File: src/rtl/rng3_pkg.sv
// rng3_pkg: shared constants for the rng3 LFSR core
package rng3_pkg;
    localparam logic [31:0] SEED = 32'hACE1_2024;
    localparam int TAP_A = 31;
    localparam int TAP_B = 21;
    localparam int TAP_C = 1;
    localparam int TAP_D = 0;
    localparam int RUN = 0;
    localparam int LOAD = 1;
    localparam int BSEL_LO = 2;
    localparam int BSEL_HI = 3;
    localparam int UIO_EN = 4;
    localparam int WHITEN = 5;
    localparam int STEP = 6;
endpackage

File: src/rtl/rng3_lfsr_core_if.sv
// rng3_lfsr_core_if: tile-shell signal bundle between the harness and the core
interface rng3_lfsr_core_if;
    logic       ena;
    logic [7:0] ui_in;
    logic [7:0] uio_in;
    logic [7:0] uo_out;
    logic [7:0] uio_out;
    logic [7:0] uio_oe;
    modport master (output ena, ui_in, uio_in, input uo_out, uio_out, uio_oe);
    modport slave (input ena, ui_in, uio_in, output uo_out, uio_out, uio_oe);
endinterface

File: src/rtl/lfsr32_step.sv
// lfsr32_step: one Fibonacci LFSR advance, with all-zero state recovering to SEED
module lfsr32_step
    import rng3_pkg::*;
#(
    parameter logic [31:0] RSEED = rng3_pkg::SEED
) (
    input  logic [31:0] s_i,
    output logic [31:0] s_o
);
    assign s_o = (s_i == 32'h0) ? RSEED : {s_i[30:0], s_i[TAP_A] ^ s_i[TAP_B] ^ s_i[TAP_C] ^ s_i[TAP_D]};
endmodule

File: src/rtl/rng3_lfsr_core.sv
// rng3_lfsr_core: 32-bit LFSR byte generator with seed load, whitening and uio drive
module rng3_lfsr_core
    import rng3_pkg::*;
#(
    parameter logic [31:0] SEED = rng3_pkg::SEED,
    parameter int WIDTH = 32
) (
    input logic clk,
    input logic rst,
    rng3_lfsr_core_if.slave bus
);
    logic [WIDTH-1:0] s_q, s_d, s_step, s_ld;
    logic stp_q;
    logic adv;
    lfsr32_step #(.RSEED(SEED)) u_step (.s_i(s_q), .s_o(s_step));
    // next state: load beats advance; a step request counts only on its rising edge
    always_comb begin
        s_ld = s_q;
        s_ld[8*bus.ui_in[BSEL_HI:BSEL_LO] +: 8] = bus.uio_in;
        adv = bus.ui_in[RUN] | (bus.ui_in[STEP] & ~stp_q);
        s_d = bus.ui_in[LOAD] ? s_ld : adv ? s_step : s_q;
    end
    // state registers; reset overrides ena, ena=0 freezes everything
    always_ff @(posedge clk) begin
        if (rst) begin
            s_q <= SEED;
            stp_q <= 1'b0;
        end else if (bus.ena) begin
            s_q <= s_d;
            stp_q <= bus.ui_in[STEP];
        end
    end
    // outputs are combinational from the state and the live control byte
    always_comb begin
        bus.uo_out = bus.ui_in[WHITEN] ? (s_q[7:0] ^ s_q[31:24]) : s_q[7:0];
        bus.uio_out = bus.ui_in[UIO_EN] ? s_q[15:8] : 8'h00;
        bus.uio_oe = {8{bus.ui_in[UIO_EN]}};
    end
endmodule

File: src/flat_wrapper.sv
// flat-port wrapper written by rule: the top's interface ports become plain ports
module rng3_lfsr_core_flat import rng3_pkg::*;
#(
    parameter logic [31:0] SEED = rng3_pkg::SEED,
    parameter int WIDTH = 32
)
  (clk, rst, bus_ena, bus_ui_in, bus_uio_in, bus_uo_out, bus_uio_out, bus_uio_oe);
  rng3_lfsr_core_if bus_i ();
  input logic clk;
  input logic rst;
  input wire logic [$bits(bus_i.ena)-1:0] bus_ena;
  input wire logic [$bits(bus_i.ui_in)-1:0] bus_ui_in;
  input wire logic [$bits(bus_i.uio_in)-1:0] bus_uio_in;
  output wire logic [$bits(bus_i.uo_out)-1:0] bus_uo_out;
  output wire logic [$bits(bus_i.uio_out)-1:0] bus_uio_out;
  output wire logic [$bits(bus_i.uio_oe)-1:0] bus_uio_oe;
  assign bus_i.ena = bus_ena;
  assign bus_i.ui_in = bus_ui_in;
  assign bus_i.uio_in = bus_uio_in;
  assign bus_uo_out = bus_i.uo_out;
  assign bus_uio_out = bus_i.uio_out;
  assign bus_uio_oe = bus_i.uio_oe;
  rng3_lfsr_core #(.SEED(SEED), .WIDTH(WIDTH)) u_core (.clk(clk), .rst(rst), .bus(bus_i));
endmodule
File: config.mk
export PLATFORM = sky130hd
export DESIGN_NAME = rng3_lfsr_core_flat
export DESIGN_NICKNAME = d
export VERILOG_FILES = /design/src/rtl/rng3_pkg.sv /design/src/rtl/rng3_lfsr_core_if.sv /design/src/rtl/lfsr32_step.sv /design/src/rtl/rng3_lfsr_core.sv /design/src/flat_wrapper.sv
export SDC_FILE = /design/constraint.sdc
export NUM_CORES = 1
export LEC_CHECK = 0
export CAP_MARGIN = 10
export CORE_AREA = 2 2 85 66
export DETAILED_ROUTE_END_ITERATION = 7
export DIE_AREA = 0 0 87 68
export PLACE_DENSITY = 0.69
export SYNTH_ARGS = -nofsm -noshare
export SYNTH_HDL_FRONTEND = slang
export SYNTH_HIERARCHICAL = 1
export SYNTH_SLANG_ARGS = --single-unit
File: constraint.sdc
create_clock -name clk -period 2.3 [get_ports clk]
set_clock_uncertainty 0.1 [all_clocks]
set_input_delay 0.46 -clock clk [delete_from_list [all_inputs] [get_ports clk]]
set_output_delay 0.46 -clock clk [all_outputs]
set_load 0.03 [all_outputs]
==> results_dict.tcl <==
set metrics [dict create \
    htreeDepth 2 \
    path_class "input pin to register" \
    grt.overflow.total 0 \
    dr.pass1.iters 4 \
    pwr-share-clk 0.280 \
    synth_common_cells "dfxtp_1 (33), a221oi_1 (25), clkbuf_1 (25), nor2_1 (20), nor3_1 (16)" \
    drive_gt1_frac 0.298 \
    start_util 0.431 \
    min_period_over_period 0.938 \
    hold_path_class "register to register" \
    rrSetupSlack_ps 660 \
    timing.fmax_ghz 0.463 \
    io_buffers 41 \
    ys_seq_elements 33 \
    clock_path_buffers 2 \
    fin_crit_ps 2160 \
    drv_slew 0 \
    insertion_delay_ps 290 \
    synth_async_sr_flop_share 0 \
    setup_viol 0 \
    pwr-share-comb 0.286 \
    slew_headroom 0.693 \
    vias 1932 \
    gp_congestion 0.820 \
    ir_drop_v 0.000272 \
    die_w_um 87 \
    dieArea_um2 5920 \
    cap_violations 0 \
    crit_path_start_kind "input pin" \
    antenna_found_initial 0 \
    grt_pass1_vias 1762 \
    layout_setup_ws_ps 142 \
    tightest_slew_ps 460 \
    synthCells 247 \
    power.total_mw 1.54 \
    pre_cts_ws_ps -224 \
    p_leak_nw 1.06 \
    seq_area_frac_synth 0.298 \
    synth_top_cell_by_area "dfxtp_1" \
    grt_use_total 0.193 \
    post_cts_buffers 0 \
    grt_pass1_wl_um 8760 \
    clkSlewWorstSetupHoldPaths_ps 70 \
    drt-total-wl_um 5480 \
    rows 23 \
    root_buffer "clkbuf_8" \
    synthFlopType "dfxtp_1" \
    cts_buffers 5 \
    dp_hpwl_um 4050 \
    path_max_fanout 7 \
    route.detailed.drc 0 \
    viasPerCell 5.73 \
    design_area_um2 2680 \
    crit_required_ps 2420 \
    fillers 499 \
    p_sw_frac 0.332 \
    crit_arrival_ps 2280 \
    synth_edf_count 0 \
    post_synth.cell_area_avg_um2 8.99 \
    yosys_warnings 6 \
    synth_top_cell_area_share 0.298 \
    powerDensity_nw_per_um2 572 \
    synth_nets 271 \
    p_seq_frac 0.434 \
    core_um2 5150 \
    die_y_um 68 \
    area_delta_synth_final_pct 20.9 \
    finalHoldViolCount 0 \
    switching_power_mw 0.510 \
    rsz0062_at_grt "true" \
    setup_tns_ps 0 \
    drt_iter0_drc 118 \
    ios 43 \
    detail-route-antenna-nets 0 \
    internal_power_mw 1.03 \
    synth_most_common_cell "dfxtp_1" \
    synthTopCellsByArea "dfxtp_1 (30%), a221oi_1 (9.9%), o21bai_2 (5.1%)" \
    grt_max_degree 34 \
    n_antenna_cell 0 \
    nets 298 \
    post_drt_wl_per_cell_um 16.2 \
    cts_tree "yes" \
    synth_area_um2 2220 \
    status "finished, final reports clean" \
    hold_buffers 0 \
    ys_types 37 \
    endpoint_kind "register" \
    place_area_um2 2590 \
    cts_sinks 33 \
]
routing by layer:
layer / vias up / GRT usage / wire length (um)
li1: 942 / - / -
met1: 914 / 0.270 / 2560
met2: 71 / 0.307 / 2430
met3: 5 / 0.0374 / 434
met4: 0 / 0.0488 / 49
met5: - / 0 / 0
area by class of cell:
| class | instances | area, um^2 | area share |
|---|---|---|---|
| Clock buffer | 5 | 68.8 | 0.0256 |
| Clock inverter | 3 | 17.5 | 0.00653 |
| Inverter | 3 | 11.3 | 0.00420 |
| Multi-Input combinational cell | 170 | 1340 | 0.497 |
| Sequential cell | 33 | 661 | 0.246 |
| Tap cell | 62 | 77.6 | 0.0289 |
| Timing Repair Buffer | 61 | 513 | 0.191 |
power groups by stage:
stage	Sequential (mW)	Combinational [mW]	Clock, mW
floorplan	0.660	0.317	0
global placement	0.678	0.429	0
detailed placement	0.678	0.436	0
CTS	0.665	0.437	0.441
global route	0.673	0.475	0.458
finish	0.667	0.439	0.429
worst max-delay path, stage by stage:
cell             delay (ps)
clkdlybuf4s50_1         480
inv_1                    80
ha_1                    320
nand3b_1                190
nor3b_4                 450
a221oi_1                140
o21bai_1                170
path summary, 6_finish.rpt:
| kind | start | end | cells after the start |
|---|---|---|---|
| worst max-delay path | bus_ui_in[2] | u_core/s_q[21] | 7 |
| worst min register to register | u_core/stp_q | u_core/stp_q | 2 |
| worst max register to register | u_core/s_q[11] | u_core/s_q[31] | 6 |
| worst min-delay path | u_core/stp_q | u_core/stp_q | 2 |
stage by stage:
stage	hold WS (ps)	instances	util
after floorplan	350	247	-
after global placement	368	329	0.503
after detailed placement	380	329	0.503
after CTS	395	337	0.519
after global routing	451	337	0.521
final	386	337	0.521
cells in the final DEF, fill, tap and decap left out:
cell	count
clkbuf_8	5
inv_1	3
nand4_1	2
nor2b_1	15
nor3_1	16
or2_1	1
a2bb2oi_1	1
o21bai_2	10
nor3b_4	1
a211oi_1	1
buf_12	1
mux2i_1	1
nor2_1	19
o221a_2	1
nand2_1	10
nor3_2	5
o211ai_2	1
clkdlybuf4s50_1	17
nor2_2	1
a211o_1	1
nor3b_1	1
nand2b_1	1
nand4b_1	1
ha_1	5
a221oi_1	25
clkinvlp_4	1
xnor2_1	10
and2_1	8
buf_4	43
a221oi_2	5
nor4_1	8
o211a_2	1
xor2_1	1
o221ai_4	3
and2b_2	1
nor3_4	1
o21bai_1	11
clkinv_2	2
dfxtp_1	33
nand3b_1	2
what timing repair did:
action | in CTS | in global routing
endpoints found under the setup margin | 0 | 9
endpoints found under the hold margin | 0 | 0
resized for setup | 0 | 2
cell families after synthesis:
kind of cell | synth area share
adders and majority gates | 0.0282
and+or+nand+nor | 0.239
AOI/OAI and AO/OA | 0.282
DFF | 0.298
buffers and inverters | 0.105
xor gates and xnor gates | 0.0434
muxes | 0.00451
registers in the layout (all words and copies together), names as in the netlist:
name,cells
u_core/s_q,32
u_core/stp_q,1
No activity file was read; power rests on OpenSTA's default activity.
